**src/rtl/rf_dbg_pkg.sv**
```systemverilog
// Shared types for the register-file debug (SDU) path: widths, dump FSM states, stream beat.
// Latency/backpressure: not applicable (types and constants only).
package rf_dbg_pkg;

    localparam int RF_ADDR_W = 5;
    localparam int RF_DATA_W = 32;

    typedef enum logic [2:0] {
        IDLE,
        READ,
        SEND,
        SUM,
        DONE
    } state_t;

    typedef struct packed {
        logic [RF_DATA_W-1:0] data;
        logic [RF_ADDR_W-1:0] idx;
        logic                 last;
    } beat_t;

endpackage

```
**src/rtl/rf_dump_reader_if.sv**
```systemverilog
// Dump reader bundle: command, register-file debug read port, output stream and status.
// Latency: none (wires only); backpressure via out_valid/out_ready.
interface rf_dump_reader_if
    import rf_dbg_pkg::*;
#(
    parameter int DATA_W = RF_DATA_W,
    parameter int ADDR_W = RF_ADDR_W
);
    logic              start;
    logic              abort;
    logic [ADDR_W-1:0] first_addr;
    logic [ADDR_W-1:0] last_addr;
    logic [ADDR_W-1:0] rf_addr;
    logic [DATA_W-1:0] rf_dout;
    logic              out_valid;
    logic              out_ready;
    logic [DATA_W-1:0] out_data;
    logic [ADDR_W-1:0] out_idx;
    logic              out_last;
    logic              busy;
    logic              done;
`ifdef RF_DUMP_CHECKSUM_EN
    logic              sum_beat;
`endif

    modport master (
        input  start, abort, first_addr, last_addr, rf_dout, out_ready,
        output rf_addr, out_valid, out_data, out_idx, out_last, busy, done
`ifdef RF_DUMP_CHECKSUM_EN
        , output sum_beat
`endif
    );

    modport slave (
        output start, abort, first_addr, last_addr, rf_dout, out_ready,
        input  rf_addr, out_valid, out_data, out_idx, out_last, busy, done
`ifdef RF_DUMP_CHECKSUM_EN
        , input sum_beat
`endif
    );

endinterface

```
**src/rtl/rf_dump_outreg.sv**
```systemverilog
// Valid/ready output holding register: load captures a beat, clear drops valid, else hold.
// Latency: 1 cycle from load to valid; backpressure: contents frozen until cleared or reloaded.
module rf_dump_outreg
    import rf_dbg_pkg::*;
#(
    parameter int W = $bits(beat_t)
) (
    input  logic         clk,
    input  logic         rst,
    input  logic         load,
    input  logic         clear,
    input  logic [W-1:0] din,
    output logic         vld,
    output logic [W-1:0] dat
);

    // load wins over clear so a handshake can be followed by a new beat in the same edge
    always_ff @(posedge clk) begin
        if (rst) begin
            vld <= 1'b0;
            dat <= '0;
        end else if (load) begin
            vld <= 1'b1;
            dat <= din;
        end else if (clear) begin
            vld <= 1'b0;
        end
    end

endmodule

```
**src/rtl/rf_dump_reader.sv**
```systemverilog
// Walks a register-file address range and streams each word out; RF_DUMP_CHECKSUM_EN adds an XOR beat.
// Latency: first word valid 2 edges after start, at most one word per 2 cycles.
// Backpressure: beat and read address held stable while out_ready is low.
module rf_dump_reader
    import rf_dbg_pkg::*;
#(
    parameter int DATA_W = RF_DATA_W,
    parameter int ADDR_W = RF_ADDR_W
) (
    input  logic             clk,
    input  logic             rst,
    rf_dump_reader_if.master bus
);

    localparam int BW = DATA_W + ADDR_W + 1;

    state_t            state;
    state_t            state_n;
    logic [ADDR_W-1:0] cur;
    logic [ADDR_W-1:0] last_q;
    logic              busy_q;
    logic              done_q;
    logic              accept;
    logic              advance;
    logic              load;
    logic              clear;
    logic              hs;
    logic              at_end;
    logic [BW-1:0]     beat_d;
    logic [BW-1:0]     beat_q;
`ifdef RF_DUMP_CHECKSUM_EN
    logic [DATA_W-1:0] xsum;
`endif

    assign hs     = bus.out_valid & bus.out_ready;
    assign at_end = (cur == last_q);

    always_comb begin
        state_n = state;
        accept  = 1'b0;
        advance = 1'b0;
        load    = 1'b0;
        clear   = 1'b0;
`ifdef RF_DUMP_CHECKSUM_EN
        beat_d  = {bus.rf_dout, cur, 1'b0};
`else
        beat_d  = {bus.rf_dout, cur, at_end};
`endif
        unique case (state)
            IDLE: begin
                if (bus.start) begin
                    accept  = 1'b1;
                    state_n = READ;
                end
            end
            READ: begin
                load    = 1'b1;
                state_n = SEND;
            end
            SEND: begin
                if (hs) begin
                    clear = 1'b1;
                    if (at_end) begin
`ifdef RF_DUMP_CHECKSUM_EN
                        load    = 1'b1;
                        beat_d  = {xsum, {ADDR_W{1'b0}}, 1'b1};
                        state_n = SUM;
`else
                        state_n = DONE;
`endif
                    end else begin
                        advance = 1'b1;
                        state_n = READ;
                    end
                end
            end
            SUM: begin
                if (hs) begin
                    clear   = 1'b1;
                    state_n = DONE;
                end
            end
            DONE:    state_n = IDLE;
            default: state_n = IDLE;
        endcase
        // abort overrides every transition, including a start seen in IDLE
        if (bus.abort) begin
            state_n = IDLE;
            accept  = 1'b0;
            advance = 1'b0;
            load    = 1'b0;
            clear   = 1'b1;
        end
    end

    always_ff @(posedge clk) begin
        if (rst) begin
            state  <= IDLE;
            cur    <= '0;
            last_q <= '0;
            busy_q <= 1'b0;
            done_q <= 1'b0;
        end else begin
            state  <= state_n;
            done_q <= (state == DONE) && !bus.abort;
            if (accept) begin
                cur    <= bus.first_addr;
                last_q <= bus.last_addr;
                busy_q <= 1'b1;
            end else if (advance) begin
                cur <= cur + 1'b1;
            end
            if (bus.abort || state == DONE) begin
                busy_q <= 1'b0;
            end
        end
    end

`ifdef RF_DUMP_CHECKSUM_EN
    always_ff @(posedge clk) begin
        if (rst || accept) begin
            xsum <= '0;
        end else if (state == READ && !bus.abort) begin
            xsum <= xsum ^ bus.rf_dout;
        end
    end

    assign bus.sum_beat = (state == SUM);
`endif

    rf_dump_outreg #(.W(BW)) u_outreg (
        .clk   (clk),
        .rst   (rst),
        .load  (load),
        .clear (clear),
        .din   (beat_d),
        .vld   (bus.out_valid),
        .dat   (beat_q)
    );

    assign {bus.out_data, bus.out_idx, bus.out_last} = beat_q;
    assign bus.rf_addr = (state == IDLE) ? '0 : cur;
    assign bus.busy    = busy_q;
    assign bus.done    = done_q;

endmodule

```
**src/flat_wrapper.sv**
```systemverilog
// flat-port wrapper written by rule: the top's interface ports become plain ports
module rf_dump_reader_flat import rf_dbg_pkg::*;
#(
    parameter int DATA_W = RF_DATA_W,
    parameter int ADDR_W = RF_ADDR_W
)
  (clk, rst, bus_start, bus_abort, bus_first_addr, bus_last_addr, bus_rf_dout, bus_out_ready, bus_rf_addr, bus_out_valid, bus_out_data, bus_out_idx, bus_out_last, bus_busy, bus_done);
  rf_dump_reader_if #(.DATA_W(DATA_W), .ADDR_W(ADDR_W)) bus_i ();
  input  logic clk;
  input  logic rst;
  input wire logic [$bits(bus_i.start)-1:0] bus_start;
  input wire logic [$bits(bus_i.abort)-1:0] bus_abort;
  input wire logic [$bits(bus_i.first_addr)-1:0] bus_first_addr;
  input wire logic [$bits(bus_i.last_addr)-1:0] bus_last_addr;
  input wire logic [$bits(bus_i.rf_dout)-1:0] bus_rf_dout;
  input wire logic [$bits(bus_i.out_ready)-1:0] bus_out_ready;
  output wire logic [$bits(bus_i.rf_addr)-1:0] bus_rf_addr;
  output wire logic [$bits(bus_i.out_valid)-1:0] bus_out_valid;
  output wire logic [$bits(bus_i.out_data)-1:0] bus_out_data;
  output wire logic [$bits(bus_i.out_idx)-1:0] bus_out_idx;
  output wire logic [$bits(bus_i.out_last)-1:0] bus_out_last;
  output wire logic [$bits(bus_i.busy)-1:0] bus_busy;
  output wire logic [$bits(bus_i.done)-1:0] bus_done;
  assign bus_i.start = bus_start;
  assign bus_i.abort = bus_abort;
  assign bus_i.first_addr = bus_first_addr;
  assign bus_i.last_addr = bus_last_addr;
  assign bus_i.rf_dout = bus_rf_dout;
  assign bus_i.out_ready = bus_out_ready;
  assign bus_rf_addr = bus_i.rf_addr;
  assign bus_out_valid = bus_i.out_valid;
  assign bus_out_data = bus_i.out_data;
  assign bus_out_idx = bus_i.out_idx;
  assign bus_out_last = bus_i.out_last;
  assign bus_busy = bus_i.busy;
  assign bus_done = bus_i.done;
  rf_dump_reader #(.DATA_W(DATA_W), .ADDR_W(ADDR_W)) u_core (.clk(clk), .rst(rst), .bus(bus_i));
endmodule
```
**config.mk**
```make
export PLATFORM = sky130hd
export DESIGN_NAME = rf_dump_reader_flat
export DESIGN_NICKNAME = d
export VERILOG_FILES = /design/src/rtl/rf_dbg_pkg.sv /design/src/rtl/rf_dump_reader_if.sv /design/src/rtl/rf_dump_outreg.sv /design/src/rtl/rf_dump_reader.sv /design/src/flat_wrapper.sv
export SDC_FILE = /design/constraint.sdc
export NUM_CORES = 1
export LEC_CHECK = 0
export ABC_AREA = 1
export CAP_MARGIN = 40
export CORE_MARGIN = 10
export CORE_UTILIZATION = 40
export DETAILED_ROUTE_END_ITERATION = 6
export HOLD_SLACK_MARGIN = 0.05
export MAX_ROUTING_LAYER = met4
export PLACE_DENSITY_LB_ADDON = 0.08
export SYNTH_ARGS = -nofsm -noshare
export SYNTH_HDL_FRONTEND = slang
export SYNTH_SLANG_ARGS = --single-unit
```
**constraint.sdc**
```tcl
create_clock -name clk -period 1.34 [get_ports clk]
set_input_delay 0.268 -clock clk [delete_from_list [all_inputs] [get_ports clk]]
set_output_delay 0.268 -clock clk [all_outputs]
set_load 0.005 [all_outputs]
```
==> results.cfg <==
[run_status]
status = finished, violations left
violations = setup timing

[routing]
wl_per_cell_um = 14.87
ant_nets = 0
dr.pass1.iters = 4
via_per_inst = 4.829
drc = 0
drt_iter0_drc = 95
drt_wl_total_mm = 7.391
vias = 2400

[power]
p_seq_share_pct = 50.3
pwr-share-clk_pct = 27.3
ir_drop_uv = 594.9
p_sw_w = 0.0009327
comb_power_share_pct = 22.5
powerDensity_nw_per_um2 = 887.7
power_leakage_nw = 1.814
power.internal_w = 0.002529
netSwitchingFraction_pct = 26.94

[sta]
maxSlewViolCount = 0
min_period_over_period_pct = 104.8
fmax_mhz = 712.3
rsz0062_at_grt = true
post-route-min-period_ns = 1.404
setup_viol = 14
hold_violations = 0
worst_slew_pin_slew_ns = 0.2865
setup_ws_ns = -0.06396
max-slew-margin-rel_pct = 80.83
skew_ns = 0.002616

[floorplanning]
initial_core_util_pct = 42.00
die_x_um = 93.93
rows = 26
coreArea_um2 = 5205
die_area_um2 = 8822
io_pins = 93
dieHeight_um = 93.93

[clock_tree]
postCtsHoldBufs = 0
root_buffer = clkbuf_8
cts_inserted_buffers = 5
clock-sinks = 54
clk_latency_ns = 0.31
tritoncts = yes
ctsHtreeMaxLevel = 2
clockBufferDepth = 2
path_clk_slew_ns = 0.09

[synthesis]
synth_top_area_share_pct = 49.46
yosysTopAreaCell = dfxtp_1
avgSynthCellArea_um2 = 7.410
yosysWarnings = 0
synth-seq-area-share_pct = 49.46
syn_inst = 295
syn-cell-area_um2 = 2186
synth-edff-count = 0
synthFlopType = dfxtp_1
synth-async-reset-ratio_pct = 0
syn_nets = 343
netlist_top_cells_area = dfxtp_1 (49%), nor2_1 (15%), o21ai_0 (11%)
synth_common_cells = nor2_1 (90), dfxtp_1 (54), o21ai_0 (46)
ys_ff_latch = 54
synth_cell_types = 29
synth_most_common_cell = nor2_1

[global_route]
grt.overflow.total = 0
grt_first_pass_wirelength_mm = 10.79
grtUsageTotal_pct = 15.72
grt_max_degree = 49
antenna_found_initial = 0
grt_pass1_vias = 2254

[final_layout]
final-seq-area_um2 = 1094
area_growth_syn_to_layout_pct = 78.42
final_layout_size_suffix_gt1_share_pct = 28.57
nets = 474
antennaDiodeCount = 0
fillers = 419
multi_input_area_um2 = 1184
stdcell_count = 497

[placement]
hpwl_mm = 4.915
numPortBuffers = 92
place_congestion = 0.8818
dp.cells = 473
dp_slack_ns = -0.2533

[critical_path]
crit_arrival_ns = 1.14
crit_path_top_delay_cell = dfxtp_2
cpPeakStageDelay_ns = 0.34
crit_required_ns = 1.07
cp-end-kind = output port
path_class = flop to output port
cp_cell_sequence = nor2_4 -> nand2_2 -> clkinv_4 -> nor2_1 -> buf_2
start_kind = flop
cp_max_fo = 6

[job]
drv_cap = 0

[hold_path]
hold_path.class = flop to flop
logic make-up (layout without fill, tap and decap cells):
| family | count (synthesis) | count (layout) | synth area share (%) |
|---|---|---|---|
| AND/OR/NAND/NOR | 143 | 144 | 27.99 |
| buffers and inverters | 32 | 163 | 6.468 |
| adder cells (fa/ha/maj) | 1 | 1 | 0.5723 |
| flip-flops | 54 | 54 | 49.46 |
| AO/OA/AOI/OAI | 63 | 63 | 14.71 |
| XOR/XNOR | 2 | 2 | 0.8015 |
area by class of cell:
cell class                 count  share of cell area (%)
clock buffer                   7                   2.214
clock inverter                 1                  0.1283
tap                           70                   2.246
sequential                    54                   28.04
inverter                      19                   2.342
timing repair buffer         136                   34.68
multi-input combinational    210                   30.35
final timing paths:
kind,startpoint,end,slack [ns],cells after the start
worst max-delay path,u_core.state[1]$_SDFFE_PP0P_,bus_rf_addr[1],-0.06,5
worst min-delay path,u_core.last_q[4]$_SDFFE_PP0P_,u_core.last_q[4]$_SDFFE_PP0P_,0.48,2
worst max register to register,u_core.cur[0]$_SDFFE_PP0P_,u_core.cur[3]$_SDFFE_PP0P_,-0.03,10
worst min register to register,u_core.last_q[4]$_SDFFE_PP0P_,u_core.last_q[4]$_SDFFE_PP0P_,0.48,2
what timing repair did:
| item | CTS | global route |
|---|---|---|
| pin swaps | 3 | 12 |
| resized for setup | 77 | 79 |
| endpoints found under the setup margin | 53 | 55 |
| buffers inserted | 2 | 7 |
| endpoints found under the hold margin | 0 | 0 |
| gates cloned | 0 | 7 |
flip-flops by register name, summed over array words and instances (netlist names):
signal and cells:
u_core.bus.busy 1, u_core.u_outreg.vld 1, u_core.state 3, u_core.bus.done 1, u_core.cur 5, u_core.last_q 5
u_core.u_outreg.dat 38
routing by layer:
| layer | GRT usage, % | vias to the layer above | share of wire, % |
|---|---|---|---|
| met4 | 6.582 | 0 | 1.7 |
| met2 | 24.08 | 67 | 50 |
| met1 | 18.46 | 1116 | 42 |
| met3 | 5.196 | 11 | 6.4 |
| li1 | - | 1206 | - |
| met5 | - | - | 0 |
cells in the final DEF (no fill, tap or decap), types with 2 or more instances in the layout:
master and n:
buf_4 27, inv_2 4, nand2_2 3, buf_12 4, nor2_1 56, dfxtp_1 46, clkbuf_8 6, dfxtp_2 7
buf_8 4, nand2_1 33, buf_2 4, nand2_8 2, nand3_1 4, nor2_4 19, o21ai_1 3, inv_1 12
o21ai_2 2, nor2_2 19, o21ai_0 42, dlygate4sd2_1 41, clkdlybuf4s50_1 45, a21oi_1 13, nand2_4 2, inv_8 2
buf_6 6, clkbuf_16 4
stage by stage:
| stage | total power [W] | hold slack, ns | util [%] | cell area [µm²] | setup TNS (ns) |
|---|---|---|---|---|---|
| 2_1_floorplan | 0.002030 | 0.4029 | - | 2186 | 0 |
| 3_3_place_gp | 0.002427 | 0.4558 | 64.78 | 3372 | -9.639 |
| 3_5_place_dp | 0.002436 | 0.4660 | 64.78 | 3372 | -10.88 |
| 4_1_cts | 0.003343 | 0.4807 | 66.11 | 3441 | -0.3280 |
| 5_1_grt | 0.003630 | 0.5018 | 74.93 | 3900 | -2.659 |
| 6_report | 0.003462 | 0.4759 | 74.93 | 3900 | -0.3416 |
critical path: cells and delay by family (launching register included):
kind          cells  cell delay [ns]
flops             1             0.34
simple gates      3             0.26
buf+inv           2             0.23
power groups by stage:
stage	clock network, W	registers (W)	logic [W]
floorplan	0	0.00178	0.000251
global placement	0	0.00177	0.000657
detailed placement	0	0.00177	0.000665
CTS	0.000964	0.00174	0.000644
global route	0.00102	0.00175	0.000856
finish	0.000944	0.00174	0.000778
Power figures use the tool's default switching activity.
